`config.mk`:
```
export PLATFORM = sky130hd
export DESIGN_NAME = register_file_write_arbiter_flat
export DESIGN_NICKNAME = d
export VERILOG_FILES = /design/src/rtl/register_file_write_arbiter_if.sv /design/src/rtl/register_file_write_arbiter.sv /design/src/flat_wrapper.sv
export SDC_FILE = /design/constraint.sdc
export NUM_CORES = 1
export LEC_CHECK = 0
export CELL_PAD_IN_SITES_DETAIL_PLACEMENT = 0
export CELL_PAD_IN_SITES_GLOBAL_PLACEMENT = 1
export CORE_MARGIN = 10
export CORE_UTILIZATION = 30
export DETAILED_ROUTE_END_ITERATION = 16
export GPL_TIMING_DRIVEN = 0
export PLACE_DENSITY_LB_ADDON = 0.25
export RECOVER_POWER = 25
export SYNTH_ARGS = -nofsm -noshare
export SYNTH_HDL_FRONTEND = slang
export SYNTH_SLANG_ARGS = --single-unit
```
`constraint.sdc`:
```
create_clock -name clk -period 1.4 [get_ports clk]
set_clock_uncertainty 0.05 [all_clocks]
set_input_delay 0.42 -clock clk [delete_from_list [all_inputs] [get_ports clk]]
set_output_delay 0.42 -clock clk [all_outputs]
set_load 0.1 [all_outputs]
```
`src/rtl/register_file_write_arbiter_if.sv`:
```
// Write-port bundle between the two requesters, the arbiter and the 4x4 register file.
// The master side is the client logic, and the slave side is the arbiter.
interface register_file_write_arbiter_if #(
    parameter int unsigned DATA_W = 4,
    parameter int unsigned ADDR_W = 2
);
    logic              a_req;
    logic [ADDR_W-1:0] a_addr;
    logic [DATA_W-1:0] a_data;
    logic              a_ack;
    logic              b_req;
    logic [ADDR_W-1:0] b_addr;
    logic [DATA_W-1:0] b_data;
    logic              b_ack;
    logic              rf_write;
    logic [ADDR_W-1:0] rf_wr_address;
    logic [DATA_W-1:0] rf_in;
    logic              busy;

    modport master (
        output a_req, a_addr, a_data, b_req, b_addr, b_data,
        input  a_ack, b_ack, rf_write, rf_wr_address, rf_in, busy
    );

    modport slave (
        input  a_req, a_addr, a_data, b_req, b_addr, b_data,
        output a_ack, b_ack, rf_write, rf_wr_address, rf_in, busy
    );
endinterface

```
`src/rtl/register_file_write_arbiter.sv`:
```
// Shares the register-file write port between requesters A and B using round-robin.
// A SWEEP_VAL fill of every entry runs first, both after reset and after each init pulse.
module register_file_write_arbiter #(
    parameter int unsigned       DATA_W    = 4,
    parameter int unsigned       ADDR_W    = 2,
    parameter logic [DATA_W-1:0] SWEEP_VAL = '0
) (
    input  logic                               clk,
    input  logic                               clr_n,
    input  logic                               init,
    register_file_write_arbiter_if.slave       bus
);
    typedef enum logic {SWEEP, RUN} state_e;

    state_e            state_q;
    logic [ADDR_W-1:0] cnt_q;
    logic              rr_b_q;     // 1: B wins the next tie
    logic              write_q;
    logic [ADDR_W-1:0] addr_q;
    logic [DATA_W-1:0] data_q;
    logic              a_ack_q;
    logic              b_ack_q;
    logic              busy_q;

    logic elig_a;
    logic elig_b;
    logic grant_a;
    logic grant_b;

    // A requester whose ack is still showing has already been served.
    always_comb begin
        elig_a  = bus.a_req & ~a_ack_q;
        elig_b  = bus.b_req & ~b_ack_q;
        grant_a = elig_a & (~elig_b | ~rr_b_q);
        grant_b = elig_b & ~grant_a;
    end

    always_ff @(posedge clk or negedge clr_n) begin
        if (!clr_n) begin
            state_q <= SWEEP;
            cnt_q   <= '0;
            rr_b_q  <= 1'b0;
            write_q <= 1'b0;
            addr_q  <= '0;
            data_q  <= '0;
            a_ack_q <= 1'b0;
            b_ack_q <= 1'b0;
            busy_q  <= 1'b1;
        end else begin
            a_ack_q <= 1'b0;
            b_ack_q <= 1'b0;
            if (init) begin
                // An init pulse spends one idle edge here, whatever the current state.
                // The fill writes then start on the edge that follows.
                state_q <= SWEEP;
                cnt_q   <= '0;
                write_q <= 1'b0;
                busy_q  <= 1'b1;
            end else if (state_q == SWEEP) begin
                write_q <= 1'b1;
                addr_q  <= cnt_q;
                data_q  <= SWEEP_VAL;
                if (cnt_q == '1) begin
                    state_q <= RUN;
                    busy_q  <= 1'b0;
                    cnt_q   <= '0;
                end else begin
                    cnt_q <= cnt_q + 1'b1;
                end
            end else if (grant_a) begin
                write_q <= 1'b1;
                addr_q  <= bus.a_addr;
                data_q  <= bus.a_data;
                a_ack_q <= 1'b1;
                rr_b_q  <= 1'b1;
            end else if (grant_b) begin
                write_q <= 1'b1;
                addr_q  <= bus.b_addr;
                data_q  <= bus.b_data;
                b_ack_q <= 1'b1;
                rr_b_q  <= 1'b0;
            end else begin
                write_q <= 1'b0;
            end
        end
    end

    assign bus.a_ack         = a_ack_q;
    assign bus.b_ack         = b_ack_q;
    assign bus.rf_write      = write_q;
    assign bus.rf_wr_address = addr_q;
    assign bus.rf_in         = data_q;
    assign bus.busy          = busy_q;
endmodule

```
`src/flat_wrapper.sv`:
```
// flat-port wrapper written by rule: the top's interface ports become plain ports
module register_file_write_arbiter_flat 
#(
    parameter int unsigned       DATA_W    = 4,
    parameter int unsigned       ADDR_W    = 2,
    parameter logic [DATA_W-1:0] SWEEP_VAL = '0
)
  (clk, clr_n, init, bus_a_req, bus_a_addr, bus_a_data, bus_b_req, bus_b_addr, bus_b_data, bus_a_ack, bus_b_ack, bus_rf_write, bus_rf_wr_address, bus_rf_in, bus_busy);
  register_file_write_arbiter_if #(.DATA_W(DATA_W), .ADDR_W(ADDR_W)) bus_i ();
  input  logic clk;
  input  logic clr_n;
  input  logic init;
  input wire logic [$bits(bus_i.a_req)-1:0] bus_a_req;
  input wire logic [$bits(bus_i.a_addr)-1:0] bus_a_addr;
  input wire logic [$bits(bus_i.a_data)-1:0] bus_a_data;
  input wire logic [$bits(bus_i.b_req)-1:0] bus_b_req;
  input wire logic [$bits(bus_i.b_addr)-1:0] bus_b_addr;
  input wire logic [$bits(bus_i.b_data)-1:0] bus_b_data;
  output wire logic [$bits(bus_i.a_ack)-1:0] bus_a_ack;
  output wire logic [$bits(bus_i.b_ack)-1:0] bus_b_ack;
  output wire logic [$bits(bus_i.rf_write)-1:0] bus_rf_write;
  output wire logic [$bits(bus_i.rf_wr_address)-1:0] bus_rf_wr_address;
  output wire logic [$bits(bus_i.rf_in)-1:0] bus_rf_in;
  output wire logic [$bits(bus_i.busy)-1:0] bus_busy;
  assign bus_i.a_req = bus_a_req;
  assign bus_i.a_addr = bus_a_addr;
  assign bus_i.a_data = bus_a_data;
  assign bus_i.b_req = bus_b_req;
  assign bus_i.b_addr = bus_b_addr;
  assign bus_i.b_data = bus_b_data;
  assign bus_a_ack = bus_i.a_ack;
  assign bus_b_ack = bus_i.b_ack;
  assign bus_rf_write = bus_i.rf_write;
  assign bus_rf_wr_address = bus_i.rf_wr_address;
  assign bus_rf_in = bus_i.rf_in;
  assign bus_busy = bus_i.busy;
  register_file_write_arbiter #(.DATA_W(DATA_W), .ADDR_W(ADDR_W), .SWEEP_VAL(SWEEP_VAL)) u_core (.clk(clk), .clr_n(clr_n), .init(init), .bus(bus_i));
endmodule
```
## Word-level counts from Yosys, hierarchy flattened

Index checks and enable logic that the tools add are counted.

| storage, ports and cells | value |
|---|---|
| logic and storage cells | 56 |
| register bits after elaboration | 14 |
| bits of input ports | 17 |
| output and inout port bits | 10 |

| cells by class | value |
|---|---|
| multiplexer cells | 27 |
| equal/unequal tests | 3 |
| bitwise operators | 11 |
| add/subtract/negate cells | 1 |
| reductions and logical operators | 5 |

Operator list:

| kind | number |
|---|---|
| $mux W1 | 18 |
| $mux W2 | 6 |
| $mux W4 | 3 |
| $not A1 Y1 | 6 |
| $and A1 B1 Y1 | 4 |
| $reduce_and A2 Y1 | 2 |
| $reduce_bool A2 Y1 | 2 |
| $ne A3 B3 Y1 const B | 1 |
| $reduce_and A3 Y1 | 1 |
| $add A2 B1 Y2 const B | 1 |
| $eq A2 B2 Y1 const B | 1 |
| $ne A2 B2 Y1 const B | 1 |
| $or A1 B1 Y1 | 1 |

## Longest topological paths before layout

| depth | value |
|---|---|
| word-level depth | 11 |
| gate-level depth with buffers | 5 |
| gate-level depth less buffers | 4 |

## Least setup slack after synthesis

No wires, ideal clock.

| path | value |
|---|---|
| path kind | register -> register |
| start point | reg u_core.b_ack_q, in the netlist u_core.bus.b_ack |
| end point | reg u_core.addr_q[0], in the netlist u_core.bus.rf_wr_address[0] |
| period minus slack after synthesis | 1.788 ns |
| setup time | 0.131 ns |
| arrival | 1.607 ns |
| data required time | 1.219 ns |
| path buffers | 0 |
| cell stages (with the launch flop) | 5 |
| path slack | -0.388 ns |
| cell sequence | dfrtp_1 nand2b_1 a31o_2 a22oi_1 o31ai_1 |

| between the ends | value |
|---|---|
| longest elaborated chain between the ends | 9 |
| elaborated cells between the ends (all ways) | 11 |
| classes of those cells | 1 x eq/ne; 2 x mux; 7 x bitwise; 1 x reduce/logical |

RTL lines:

| item | line | text |
|---|---|---|
| start: declaration | register_file_write_arbiter.sv:22 | `logic b_ack_q;` |
| start signal: assignment | register_file_write_arbiter.sv:47 | `b_ack_q <= 1'b0;` |
| start signal: assignment | register_file_write_arbiter.sv:51 | `b_ack_q <= 1'b0;` |
| start signal: assignment | register_file_write_arbiter.sv:80 | `b_ack_q <= 1'b1;` |
| $not A1 Y1 (*) | register_file_write_arbiter.sv:33 | `elig_b = bus.b_req & ~b_ack_q;` |
| $and A1 B1 Y1 (*) | register_file_write_arbiter.sv:33 |  |
| $not A1 Y1 | register_file_write_arbiter.sv:34 | `grant_a = elig_a & (~elig_b \| ~rr_b_q);` |
| $or A1 B1 Y1 | register_file_write_arbiter.sv:34 |  |
| $and A1 B1 Y1 | register_file_write_arbiter.sv:34 |  |
| $not A1 Y1 | register_file_write_arbiter.sv:35 | `grant_b = elig_b & ~grant_a;` |
| $and A1 B1 Y1 | register_file_write_arbiter.sv:35 |  |
| $ne A3 B3 Y1 (no source line) | -- |  |
| $reduce_and A2 Y1 (no source line) | -- |  |
| end signal: assignment | register_file_write_arbiter.sv:61 | `addr_q <= cnt_q;` |
| end signal: assignment | register_file_write_arbiter.sv:72 | `addr_q <= bus.a_addr;` |
| end signal: assignment | register_file_write_arbiter.sv:78 | `addr_q <= bus.b_addr;` |
| end: declaration | register_file_write_arbiter.sv:19 | `logic [ADDR_W-1:0] addr_q;` |

Mark *: on every way between the ends. The rest lies on a longest branch, timed or not.
A chain may end at the register's enable or synchronous reset.

## Final worst setup path

| path | value |
|---|---|
| start point | reg u_core.busy_q, in the netlist u_core.bus.busy |
| end point | out bus_busy |

RTL lines:

| item | line | text |
|---|---|---|
| start: declaration | register_file_write_arbiter.sv:23 | `logic busy_q;` |
| start signal: assignment | register_file_write_arbiter.sv:48 | `busy_q <= 1'b1;` |
| start signal: assignment | register_file_write_arbiter.sv:58 | `busy_q <= 1'b1;` |
| start signal: assignment | register_file_write_arbiter.sv:65 | `busy_q <= 1'b0;` |
| end: declaration | flat_wrapper.sv:24 | `output wire logic [$bits(bus_i.busy)-1:0] bus_busy;` |

No word-level cell between the ends.

==> metrics.md <==
| Metric | Value |
|---|---|
| Asr flop ratio synth | `1.00` |
| Clk buf depth | `2` |
| Post-route ant nets | `0` |
| Max Freq | `0.672 GHz` |
| Max FFs per register | `4` |
| Die Wd | `roughly 67 um` |
| Worst hold path endpoint | `u_core.bus.rf_in[2]$_DFFE_PN0P_` |
| RD Place Congestion | `0.737` |
| Root buf cell | `clkbuf_4` |
| Worst Hold Class | `flip-flop to flip-flop` |
| Post-synth cell types | `20` |
| H-tree depth | `1` |
| Pins Over Slew Limit | `0` |
| Multi-input logic area | `342 um^2` |
| Post-synth EDFFs | `0` |
| Area grow syn2layout | `73.7%` |
| Syn nets | `roughly 80` |
| Crit path DAT | `1.02 ns` |
| Layout cell share with drive strength beyond 1 | `0.378` |
| Effective utilization at floorplan | `0.325` |
| Ys flop type | `dfrtp_1` |
| Port Buffers | `26` |
| Total CTS buffers | `3` |
| Core area | `0.00200 mm^2` |
| Max-cap viol count | `0` |
| WL/cell | `13.7 um` |
| Post-route cell area | `0.00113 mm^2` |
| Fillers | `between 150 and 200` |
| CP Max Fanout | `2` |
| Vias in the first global route | `622` |
| Max-Slew Margin vs Limit | `0.570` |
| Slew at the pin closest to its max-slew limit | `0.642 ns` |
| Post-synth top cells | `dfrtp_1 (13), nand3_1 (12), nor2_1 (8)` |
| Fin crit period | `roughly 1.5 ns` |
| Flip-flop and latch area | `359 um^2` |
| Syn Inst Count | `64` |
| Area share of the largest cell type after synthesis | `0.500` |
| DRC Markers | `0` |
| R2R Setup Slk | `0.04 ns` |
| Synth warn | `0` |
| Reg-to-Reg End | `u_core.bus.rf_wr_address[0]$_DFFE_PN0P_` |
| GRT overflow | `0` |
| Crit path max-delay family | `flip-flops` |
| Sequential area share after synthesis | `0.540` |
| Hold Crit Start | `u_core.bus.rf_in[2]$_DFFE_PN0P_` |
| Final setup fails | `3` |
| RSZ-0062 raised after global routing | `yes` |
| Detailed Place HPWL | `~1300 um` |
| RR Startpoint | `u_core.bus.b_ack$_DFF_PN0_` |
| Pwr/cell area | `approximately 1300 mW/mm^2` |
| Status | `finished, violations left` |
| Clk_lat worst skew | `0.28 ns` |
| Failing checks | `negative setup slack` |
| Placed Area | `about 1000 um^2` |
| Largest net degree at the start of global routing | `15` |
| Initial antenna violation count | `0` |
| CTS Sinks | `14` |
| First drt pass iteration count | `2` |
| Via density | `4.74` |
| All-Layer GR Usage | `0.0817` |
| CTS clk-pin slew, worst paths | `~0.090 ns` |
| Crit path cell chain | `buf_12` |
| Iter 0 DRT Violations | `18` |
| Final Util | `0.564` |
| Worst setup EP type | `output port` |
| Critical Path Start | `u_core.bus.busy$_DFFE_PN1P_` |
| First-pass GRT wire length | `2770 um` |
| Wire length after detailed routing | `about 1700 um` |
| Diode count | `0` |
| Worst Path Buf+Inv | `1` |
| Mean Syn Cell Area | `roughly 10 um^2` |
| Nets | `117` |
| R2R cell count | `4` |
| Ratio of final minimum period to clock period | `1.06` |
| CP Class | `flip-flop to output port` |
| Top-count cell post-synth | `dfrtp_1` |
| Yosys reg bits | `14` |
| Cell depth of the worst hold path | `2` |
| Synth top area cells | `dfrtp_1 (50%), nand3_1 (9.2%), mux2i_1 (4.6%)` |
| Final Hold Viols | `0` |
| CTS tree | `built` |
| Post-synth top area cell | `dfrtp_1` |
| CP peak stage delay | `0.56 ns` |
| Leak pwr | `0.000513 uW` |
| I/O pin total | `27` |
| Total power | `between 1000 and 1500 uW` |
| Vias | `592` |
| Post-Synthesis Cell Area | `between 600 and 700 um^2` |
| DIE HEIGHT | `66.6 um` |
| Die area | `0.00443 mm^2` |
| Pre-CTS setup slack | `-0.719 ns` |
| CP max-delay cell | `dfstp_2` |
| Row count | `16` |
| Max VDD drop | `~950 uV` |
| Final worst slack | `-0.0888 ns` |
| CP required | `0.93 ns` |
| Critical Path Source Type | `flip-flop` |
==> placed cells by master, fill, tap and decap left out, types with 3 or more instances in the layout <==
master / count
buf_4: 5
dlygate4sd2_1: 3
dfrtp_1: 11
nand3_1: 12
buf_6: 5
nand2_1: 5
nor2_1: 6
mux2i_1: 3
clkbuf_4: 3
clkdlybuf4s50_1: 12
buf_12: 5
==> metal layers <==
metal	routed length (um)	track usage	part of all wire
met5	0	0	0
met4	27	0.0550	0.016
met3	143	0.0284	0.084
met2	774	0.123	0.45
met1	766	0.0946	0.45
==> worst min-delay path, stage by stage, from the launching register on <==
cell and delay (ns):
dfrtp_1 0.37, nand2_1 0.05, nand3_1 0.07
==> cells by family (layout without fill, tap and decap cells) <==
logic type | after synthesis | in the layout | synth area share
flops | 14 | 14 | 0.540
buf+inv | 3 | 37 | 0.0308
compound gates | 10 | 10 | 0.110
mux | 3 | 3 | 0.0462
simple gates | 33 | 33 | 0.254
fa+ha+maj | 1 | 1 | 0.0192
==> worst max-delay path by stage <==
stage	end	slack, ns	cells past startpoint
2_1_floorplan	u_core.bus.rf_wr_address[0]$_DFFE_PN0P_	-0.1	5
3_3_place_gp	bus_busy	-0.71	1
3_5_place_dp	bus_busy	-0.72	1
4_1_cts	bus_busy	-0.10	1
5_1_grt	bus_busy	-0.11	1
6_report	bus_busy	-0.09	1
==> repair_timing <==
action / in CTS / in global routing
pin swaps: 1 / 4
hold buffers: 0 / 0
resized for setup: 82 / 12
setup endpoints to repair: 18 / 11
buffers inserted: 1 / 4
==> layout make-up <==
type	instances	share of cell area
buffer	1	0.00443
clock buffer	4	0.0321
inverter	1	0.00332
multi-input combinational	47	0.302
sequential	14	0.318
tap	27	0.0299
timing repair buffer	31	0.310
==> metrics by stage <==
step / instances / setup TNS [ns] / hold WS, ns
after floorplan: 64 / -0.196 / 0.0744
after global placement: 117 / -9.29 / 0.427
after detailed placement: 117 / -9.42 / 0.433
after CTS: 121 / -0.186 / 0.459
after global routing: 125 / -0.253 / 0.498
final: 125 / -0.156 / 0.475
==> power by group <==
part | internal [uW] | switching, uW | total, uW | leakage (uW)
sequential | 470 | 65.3 | 535 | 0.000180
clock | 158 | 138 | 296 | 0.0000210
combinational | 263 | 362 | 625 | 0.000312
(Power assumes the default switching activity.)
==> variant: new RTL, config.mk and constraints unchanged <==
`DATA_W` is set to 4 in 3 places; all go to 6.
--- a/src/rtl/register_file_write_arbiter_if.sv
+++ b/src/rtl/register_file_write_arbiter_if.sv
@@ -3,3 +3,3 @@
 interface register_file_write_arbiter_if #(
-    parameter int unsigned DATA_W = 4,
+    parameter int unsigned DATA_W = 6,
     parameter int unsigned ADDR_W = 2
--- a/src/rtl/register_file_write_arbiter.sv
+++ b/src/rtl/register_file_write_arbiter.sv
@@ -3,3 +3,3 @@
 module register_file_write_arbiter #(
-    parameter int unsigned       DATA_W    = 4,
+    parameter int unsigned       DATA_W    = 6,
     parameter int unsigned       ADDR_W    = 2,
--- a/src/flat_wrapper.sv
+++ b/src/flat_wrapper.sv
@@ -3,3 +3,3 @@
 #(
-    parameter int unsigned       DATA_W    = 4,
+    parameter int unsigned       DATA_W    = 6,
     parameter int unsigned       ADDR_W    = 2,
Interface: changed (resized bus_a_data, bus_b_data and bus_rf_in); port bits go from 27 to 33. No check against the original RTL was run, so the function may have changed too.
==> variant against the unedited design <==
- the flow still finishes with violations (setup timing)
- critical path type unchanged
- setup slack hardly changed
- sequential power rose by 9.5%
- area after synthesis up 14%
- register-to-register slack got worse by 90 ps
- final area increased by 24%
- highest routed layer unchanged
- power up 5.1%
- sequential cell count up 2
- wire length up 35%
==> variant: results (changes against the unedited design) <==
[logic_synthesis]
syn_area_per_cell_um2=9.796  ; was 10.17 µm²
synth_seq_area_share_pct=53.95  ; was 54.04%
synth_top_cells_by_area=dfrtp_1 50%, nand3_1 13%, nand2_1 4.0%  ; was dfrtp_1 50%, nand3_1 9.2%, mux2i_1 4.6%
synth_commonest_cells=19 x nand3_1, 15 x dfrtp_1, 8 x nand2_1  ; was 13 x dfrtp_1, 12 x nand3_1, 8 x nor2_1
syn_nets=98  ; was 82
ys_types=23  ; was 20

[route]
dr.pass1.iters=3  ; was 2

[sta]
whs_ps=448.0  ; was 475.3 ps
tns_ps=-373.1  ; was -155.9 ps
setup_viol=12  ; was 3
setup_ws_ps=-88.39  ; was -88.78 ps

[run_status]
violations=setup timing  ; unchanged
outcome=finished, violations left  ; unchanged

[hold_path]
holdCritStartpoint=init  ; was u_core.bus.rf_in[2]
hold_path_end=u_core.cnt_q[0]  ; was u_core.bus.rf_in[2]
worstHoldPathType=primary input to flop  ; was flop to flop

[final_layout]
finish.instance_area_mm2=0.001406  ; was 0.001130 mm²
largest_reg_flops=6  ; was 4
post_route_cells_drive_above_1_share_pct=38.52  ; was 37.76%
nets=145  ; was 117

[global_route]
track_usage_pct=9.346  ; was 8.169%
grt_pass1_wl_um=3732  ; was 2773 µm
grt_max_degree=17  ; was 15

[placement]
post-dp-hpwl_um=1590  ; was 1322 µm
placed_cells=135  ; was 117
port_buffers=31  ; was 26
dpl-instance-area_mm2=0.001109  ; was 975.9 µm²

[worst_setup_path]
regToRegSetupSlack_ps=-50  ; was 40 ps

[clocking]
clock_latency_ps=300  ; was 280 ps

variant: how the worst max path moves through the flow:
| stage | endpoint | cells past startpoint |
|---|---|---|
| 2_1_floorplan | u_core.bus.rf_wr_address[0] | 5 |
| 3_3_place_gp | bus_busy | 1 |
| 3_5_place_dp | bus_busy | 1 |
| 4_1_cts | bus_busy | 1 |
| 5_1_grt | bus_busy | 1 |
| 6_report | bus_busy | 1 |
variant: layout make-up:
type / instances / area, µm²
Clock buffer: 4 / 26.28
Fill cell: 192 / 890.9
Sequential cell: 16 / 409.1
Multi-Input combinational cell: 55 / 394.1
Timing Repair Buffer: 42 / 513.0
Inverter: 1 / 3.754
Tap cell: 28 / 35.03
Buffer: 4 / 25.02
variant: logic make-up (layout without fill, tap and decap cells):
| logic type | after synthesis | in the layout | share of synthesized area, % |
|---|---|---|---|
| flip-flops | 16 | 16 | 53.95 |
| XOR/XNOR | 1 | 1 | 1.177 |
| multiplexers | 2 | 2 | 2.689 |
| adder cells (fa/ha/maj) | 1 | 1 | 1.680 |
| AND/OR/NAND/NOR | 43 | 43 | 28.74 |
| buffers and inverters | 5 | 51 | 3.361 |
| AO/OA/AOI/OAI | 8 | 8 | 8.405 |
variant: worst register-to-register path: stages (launching register included):
cell and delay (ps):
dfrtp_4 500, and2b_4 260, a21o_1 120, buf_6 120, mux2i_2 220, a31oi_1 90
variant: per-stage QoR:
step	total power [mW]	setup WS [ps]
after floorplan	0.9339	-166.1
after global placement	1.096	-708.5
after detailed placement	1.098	-713.4
after CTS	1.436	-100.8
after global routing	1.618	-129.9
final	1.530	-88.39
variant: report_power, final:
group,switching [mW],internal [mW]
Clock,0.150,0.111
Combinational,0.381,0.302
Sequential,0.0617,0.524
Total,0.593,0.937
variant: repair_timing:
action	CTS	global route
setup buffers	5	6
endpoints found under the setup margin	20	20
pin swaps	3	7
gates resized for setup	97	25
variant: metal layers:
layer	share of wire [%]	wire length, µm	vias to the layer above	global-route usage (%)
li1	-	-	359	-
met1	40	914	343	9.547
met2	53	1227	18	16.48
met3	4.3	98	7	2.996
met4	2.7	62	0	4.783
met5	0	0	-	0
